==> config.mk <==
export PLATFORM = sky130hd
export DESIGN_NAME = serial_adder
export DESIGN_NICKNAME = d
export VERILOG_FILES = /design/src/rtl/serial_adder_pkg.sv /design/src/rtl/serial_adder_digit.sv /design/src/rtl/serial_adder.sv
export SDC_FILE = /design/constraint.sdc
export NUM_CORES = 1
export LEC_CHECK = 0
export BUFFER_PORTS_ARGS = -buffer_cell sky130_fd_sc_hd__clkbuf_2
export CAP_MARGIN = 20
export CORE_UTILIZATION = 35
export DETAILED_ROUTE_END_ITERATION = 12
export SLEW_MARGIN = 20
export SYNTH_ARGS = -nofsm -noshare
export SYNTH_HDL_FRONTEND = slang
export SYNTH_SLANG_ARGS = --single-unit
==> constraint.sdc <==
create_clock -name clk -period 3.6 [get_ports clk]
set_clock_uncertainty 0.2 [all_clocks]
set_input_delay 0 -clock clk [delete_from_list [all_inputs] [get_ports clk]]
set_output_delay 0 -clock clk [all_outputs]
set_load 0.01 [all_outputs]
==> src/rtl/serial_adder_pkg.sv <==
// -----------------------------------------------------------------------------
// serial_adder_pkg
//   Shared definitions for the digit-serial adder/subtractor.
//   - state_t    : FSM state encoding (IDLE, RUN, DONE)
//   - width_ok   : elaboration-time check that DIGIT evenly divides WIDTH
//   - cnt_width  : digit counter width, $clog2(N) with a floor of one bit
// -----------------------------------------------------------------------------
package serial_adder_pkg;

  typedef enum logic [1:0] {
    IDLE = 2'd0,
    RUN  = 2'd1,
    DONE = 2'd2
  } state_t;

  // True when the operand width splits into a whole number of digits.
  function automatic bit width_ok(input int w, input int d);
    return (d >= 1) && (d <= w) && ((w % d) == 0);
  endfunction

  // A single-digit configuration still needs a one-bit counter so the
  // counter declaration never collapses to a zero-width vector.
  function automatic int cnt_width(input int n);
    return (n <= 1) ? 1 : $clog2(n);
  endfunction

endpackage

==> src/rtl/serial_adder_digit.sv <==
// -----------------------------------------------------------------------------
// FullAdder
//   One-bit full adder cell from the gate-level adder library.
//   Ports: a, b, cin (inputs); sum, cout (outputs).
//
// digit_adder
//   Combinational W-bit ripple chain of FullAdder cells.
//   Ports: a[W], b[W], cin (inputs); sum[W], cout, c_msb_in (outputs).
//   c_msb_in is the carry entering the top bit, needed by the caller to
//   form signed overflow as (carry into MSB) XOR (carry out of MSB).
// -----------------------------------------------------------------------------
module FullAdder (
  input  logic a,
  input  logic b,
  input  logic cin,
  output logic sum,
  output logic cout
);

  assign sum  = a ^ b ^ cin;
  assign cout = (a & b) | (cin & (a ^ b));

endmodule

module digit_adder #(
  parameter int W = 4
) (
  input  logic [W-1:0] a,
  input  logic [W-1:0] b,
  input  logic         cin,
  output logic [W-1:0] sum,
  output logic         cout,
  output logic         c_msb_in
);

  // c[i] is the carry entering bit i; c[W] leaves the chain.
  logic [W:0] c;

  assign c[0] = cin;

  for (genvar i = 0; i < W; i++) begin : g_chain
    FullAdder u_fa (
      .a   (a[i]),
      .b   (b[i]),
      .cin (c[i]),
      .sum (sum[i]),
      .cout(c[i+1])
    );
  end

  assign cout     = c[W];
  assign c_msb_in = c[W-1];

endmodule

==> src/rtl/serial_adder.sv <==
// -----------------------------------------------------------------------------
// serial_adder
//   Digit-serial adder/subtractor. Each RUN cycle pushes DIGIT bits of both
//   operands through a narrow ripple chain, keeping the carry in a register
//   between digits. A result takes N = WIDTH/DIGIT cycles plus one DONE cycle.
//
//   Parameters: WIDTH (operand width), DIGIT (bits per cycle, divides WIDTH)
//   Ports:
//     clk, rst        clock and asynchronous active-high reset
//     start           request, accepted only while ready=1
//     sub             0: a+b+cin, 1: a-b (cin ignored)
//     a, b, cin       operands, sampled on the accepting edge
//     ready           high in IDLE
//     done            one-cycle pulse while the result is final
//     sum             result, held until the next accepted start
//     cout            carry out of the MSB (1 = no borrow when subtracting)
//     overflow        signed overflow of the full-width result
// -----------------------------------------------------------------------------
module serial_adder #(
  parameter int WIDTH = 16,
  parameter int DIGIT = 4
) (
  input  logic             clk,
  input  logic             rst,
  input  logic             start,
  input  logic             sub,
  input  logic [WIDTH-1:0] a,
  input  logic [WIDTH-1:0] b,
  input  logic             cin,
  output logic             ready,
  output logic             done,
  output logic [WIDTH-1:0] sum,
  output logic             cout,
  output logic             overflow
);

  import serial_adder_pkg::*;

  localparam int N  = WIDTH / DIGIT;
  localparam int CW = cnt_width(N);
  localparam logic [CW-1:0] LAST = CW'(N - 1);

  // Refuse to elaborate a configuration that leaves a partial top digit.
  if (!width_ok(WIDTH, DIGIT)) begin : g_width_check
    $error("serial_adder: WIDTH must be a non-zero multiple of DIGIT");
  end

  state_t           state;
  logic [WIDTH-1:0] opa;
  logic [WIDTH-1:0] opb;
  logic             carry;
  logic [CW-1:0]    cnt;

  logic [DIGIT-1:0] dsum;
  logic             dcout;
  logic             dcmsb;

  // The chain always sees the lowest digit of the operand registers; the
  // registers shift right each RUN cycle so the next digit moves into place.
  digit_adder #(
    .W(DIGIT)
  ) u_digit (
    .a       (opa[DIGIT-1:0]),
    .b       (opb[DIGIT-1:0]),
    .cin     (carry),
    .sum     (dsum),
    .cout    (dcout),
    .c_msb_in(dcmsb)
  );

  // Control FSM and datapath registers. Subtraction is folded into the
  // accept step: storing ~b with a carry-in of 1 turns a-b into a+~b+1, so
  // the RUN loop never needs to know which mode it is in. The result
  // register is cleared on accept and filled one digit at a time, which
  // keeps not-yet-computed digits reading as zero. Only the final digit's
  // carries describe the full-width result, so cout/overflow update there.
  always_ff @(posedge clk or posedge rst) begin
    if (rst) begin
      state    <= IDLE;
      opa      <= '0;
      opb      <= '0;
      carry    <= 1'b0;
      cnt      <= '0;
      ready    <= 1'b1;
      done     <= 1'b0;
      sum      <= '0;
      cout     <= 1'b0;
      overflow <= 1'b0;
    end else begin
      case (state)
        IDLE: begin
          if (start) begin
            opa      <= a;
            opb      <= sub ? ~b : b;
            carry    <= sub ? 1'b1 : cin;
            cnt      <= '0;
            sum      <= '0;
            cout     <= 1'b0;
            overflow <= 1'b0;
            ready    <= 1'b0;
            state    <= RUN;
          end
        end

        RUN: begin
          sum[int'(cnt) * DIGIT +: DIGIT] <= dsum;
          carry <= dcout;
          opa   <= opa >> DIGIT;
          opb   <= opb >> DIGIT;
          cnt   <= cnt + 1'b1;
          if (cnt == LAST) begin
            cout     <= dcout;
            overflow <= dcmsb ^ dcout;
            done     <= 1'b1;
            state    <= DONE;
          end
        end

        DONE: begin
          done  <= 1'b0;
          ready <= 1'b1;
          state <= IDLE;
        end

        default: begin
          done  <= 1'b0;
          ready <= 1'b1;
          state <= IDLE;
        end
      endcase
    end
  end

endmodule

==> metrics.md <==
| Metric | Value |
|---|---|
| Outcome | finished, final reports clean |
| Worst setup EP type | flop |
| Synthesized area per cell | between 10 and 15 µm² |
| Ys flop type | dfrtp_1 |
| # nets final | 410 |
| DRT Pass-1 Iters | 4 |
| Worst r2r src | opb[0]$_DFFE_PP0P_ |
| Number of synthesized flops with an enable pin | 0 |
| WL per Instance | 13.8 µm |
| Min-delay worst type | in2reg |
| Worst setup margin | 890 ps |
| Clock transition at path regs | 60 ps |
| Gp weighted congestion | about 0.75 |
| N_diodes | 0 |
| Setup TNS | 0 ps |
| Die height | 92.2 µm |
| Die ar. | approximately 8500 µm² |
| Hold Fails Final Rpt | 0 |
| Final setup fails | 0 |
| DRC violation count after routing | 0 |
| CTS tree | yes |
| Global Route Usage Sum | between 10% and 20% |
| Die W | 92.2 µm |
| Largest fanout on the critical path | 3 |
| CP Data Required Time | 3620 ps |
| Worst IR Drop VDD | 0.000323 V |
| Htree depth | 3 |
| Family with the most delay on the worst path | adder cells |
| Routed Antenna Nets | 0 |
| Core Box Area | 7810 µm² |
| Rel. slew slack | 38.3% |
| Num rows | 32 |
| Arr. time, crit path | ~2700 ps |
| Worst setup startpoint | opb[0]$_DFFE_PP0P_ |
| Crit-path cells | inv_1, fa_1, inv_1, fa_1, inv_1, fa_1, fa_1, xnor2_1, nor2_1, mux2_2 |
| Drt total wl | ~6500 µm |
| Post-synthesis cell count | 276 |
| Vias post-DR | 2,294 |
| First-pass GRT wire length | 10,900 µm |
| Setup bufs post-CTS | 0 |
| Leak | around 1.8 nW |
| Synthesized net count | 322 |
| Clock sinks | 57 |
| Vias in the first global route | 2,335 |
| DP Worst Slack | 893 ps |
| Placed Area | 3190 µm² |
| Logic pwr share | 38.2% |
| Max-slew violations | 0 |
| Crit start category | flop |
| Power density cells | roughly 780 nW/µm² |
| Top Ports | 57 |
| Iter 0 DRT Violations | 111 |
| CTS root buf | clkbuf_8 |
| Asr flop ratio synth | 100% |
| Sw frac | roughly 37% |
| Hpwl dp | 4100 µm |
| Sequential power share | 36.7% |
| CTS Buffer Depth | 2 |
| Most frequent cell on the critical path | fa_1 |
| # resized after CTS | 0 |
| Distinct cells, synth | 38 |
| Grt ovf | 0 |
| Buf+Inv Stages, Crit Path | 3 |
| HP Start | start |
| Worst slew pin tran | 924 ps |
| Clock share of power | 25.1% |
| Critical path class | reg2reg |
| Yosys reg bits | 57 |
| Layout area overhead | 32.4% |
| Total CTS buffers | 9 |
| Clk Latency, worst-skew pair | 340 ps |
| Fmax | 0.369 GHz |
| Seq/Total Area, Yosys | 50.1% |
| Drt via density | 4.87 |
| Switch Pwr | 1.08 mW |
| Final design instance area without fill | around 3800 µm² |
| RSZ-0062 raised after global routing | no |
| CP max stage cell | fa_1 |
| Syn. warnings | 0 |
| Initial antenna violation count | 0 |
| Crit-path max cell delay | between 400 and 500 ps |
| Hold_ws | 124 ps |
| Number of port buffers | 56 |
| Final Critical Period | 2710 ps |
| Fin crit share | 75.3% |
| Layout cell share with drive strength beyond 1 | 23.0% |
| Max Cap Viol | 0 |
| Synthesized area | ~2800 µm² |
| Internal Pwr Total | 1.85 mW |
| Largest net degree at the start of global routing | 45 |
| Starting density of the core | a little over a third |
-- cell usage after synthesis (2+ instances only) --
master,number,area (µm²)
a21oi_1,19,95.1
a221o_1,3,30.0
inv_1,28,105
nor2b_1,2,12.5
buf_2,8,40.0
nand4_1,3,18.8
o32ai_1,2,17.5
ha_1,5,62.6
clkbuf_1,4,15.0
mux2_2,2,22.5
nor2_1,5,18.8
buf_6,3,33.8
o2bb2ai_1,4,35.0
o221ai_1,5,43.8
a22oi_1,8,60.1
nand2_1,36,135
a22o_1,5,43.8
buf_4,3,22.5
o21ai_0,16,80.1
a21o_1,2,15.0
xor2_1,4,35.0
fa_1,4,80.1
and3b_1,12,105
dfrtp_1,56,1400
o22ai_1,12,75.1
xnor2_1,13,114
-- through the flow --
stage,std cells,utilization [%],total power [mW]
after floorplan,276,-,1.87
after global placement,421,40.8,2.16
after detailed placement,421,40.8,2.18
after CTS,471,48.3,2.96
after global routing,471,48.3,3.15
final,471,48.3,2.92
-- final cells by class --
class / count / area [µm²]
fill: 743 / 4040
sequential: 57 / 1430
multi-input combinational: 173 / 1210
timing repair buffer: 95 / 658
clock buffer: 11 / 141
tap: 102 / 128
inverter: 28 / 105
clock inverter: 5 / 103
-- flip-flops by register name, summed over array words and instances, names as in the netlist --
| name | count |
|---|---|
| opa | 16 |
| opb | 16 |
| sum | 16 |
| cnt | 2 |
| state | 2 |
| carry | 1 |
| cout | 1 |
| done | 1 |
| overflow | 1 |
| ready | 1 |
-- per-layer routing --
layer	up-vias	track usage [%]	wire, µm
met3	9	4.64	276
met2	55	27.9	3200
met1	1096	20.6	2950
li1	1134	-	-
met5	-	0	0
met4	0	6.25	92
-- worst paths after layout --
path	endpoint	slack, ps	depth (start not counted)
min	ready$_DFFE_PP1P_	120	3
max reg2reg	overflow$_DFFE_PP0P_	890	10
min reg2reg	opa[10]$_DFFE_PP0P_	280	2
min in group asynchronous	opa[7]$_DFFE_PP0P_	200	3
max in group asynchronous	cout$_DFFE_PP0P_	2270	4
max	overflow$_DFFE_PP0P_	890	10
-- power groups by stage --
stage	combinational, mW	clock, mW	sequential (mW)
CTS	1.13	0.754	1.07
floorplan	0.814	0	1.05
global route	1.25	0.784	1.11
finish	1.12	0.734	1.07
detailed placement	1.10	0	1.09
global placement	1.08	0	1.08
-- worst reg2reg max path, cell delays in order (launching register included) --
cell and delay [ps]:
dfrtp_1 370, inv_1 70, fa_1 350, inv_1 70, fa_1 160, inv_1 50, fa_1 410, fa_1 440
xnor2_1 170, nor2_1 50, mux2_2 250
-- cells in the final DEF, fill, tap and decap left out, types with 3 or more instances in the layout --
master,instances
a21oi_1,19
a221o_1,3
a22o_1,5
a22oi_1,8
and3b_1,12
buf_4,5
bufinv_16,3
clkbuf_2,56
clkbuf_8,10
dfrtp_1,56
dlygate4sd3_1,34
fa_1,4
ha_1,5
inv_1,27
nand2_1,36
nand4_1,3
nor2_1,5
o21ai_0,16
o221ai_1,5
o22ai_1,12
o2bb2ai_1,4
xnor2_1,13
xor2_1,4
-- cell families after synthesis --
| logic type | count (synthesis) | synth area share [%] |
|---|---|---|
| buffers and inverters | 46 | 7.60 |
| flip-flops | 57 | 50.1 |
| adder cells (fa/ha/maj) | 9 | 5.01 |
| XOR/XNOR | 17 | 5.23 |
| multiplexers | 2 | 0.790 |
| AO/OA/AOI/OAI | 79 | 18.4 |
| AND/OR/NAND/NOR | 66 | 12.9 |
-- timing repair --
action,CTS,global route
hold buffers,34,0
hold endpoints to repair,75,0
endpoints found under the setup margin,0,0
No activity file was read; power rests on OpenSTA's default activity.
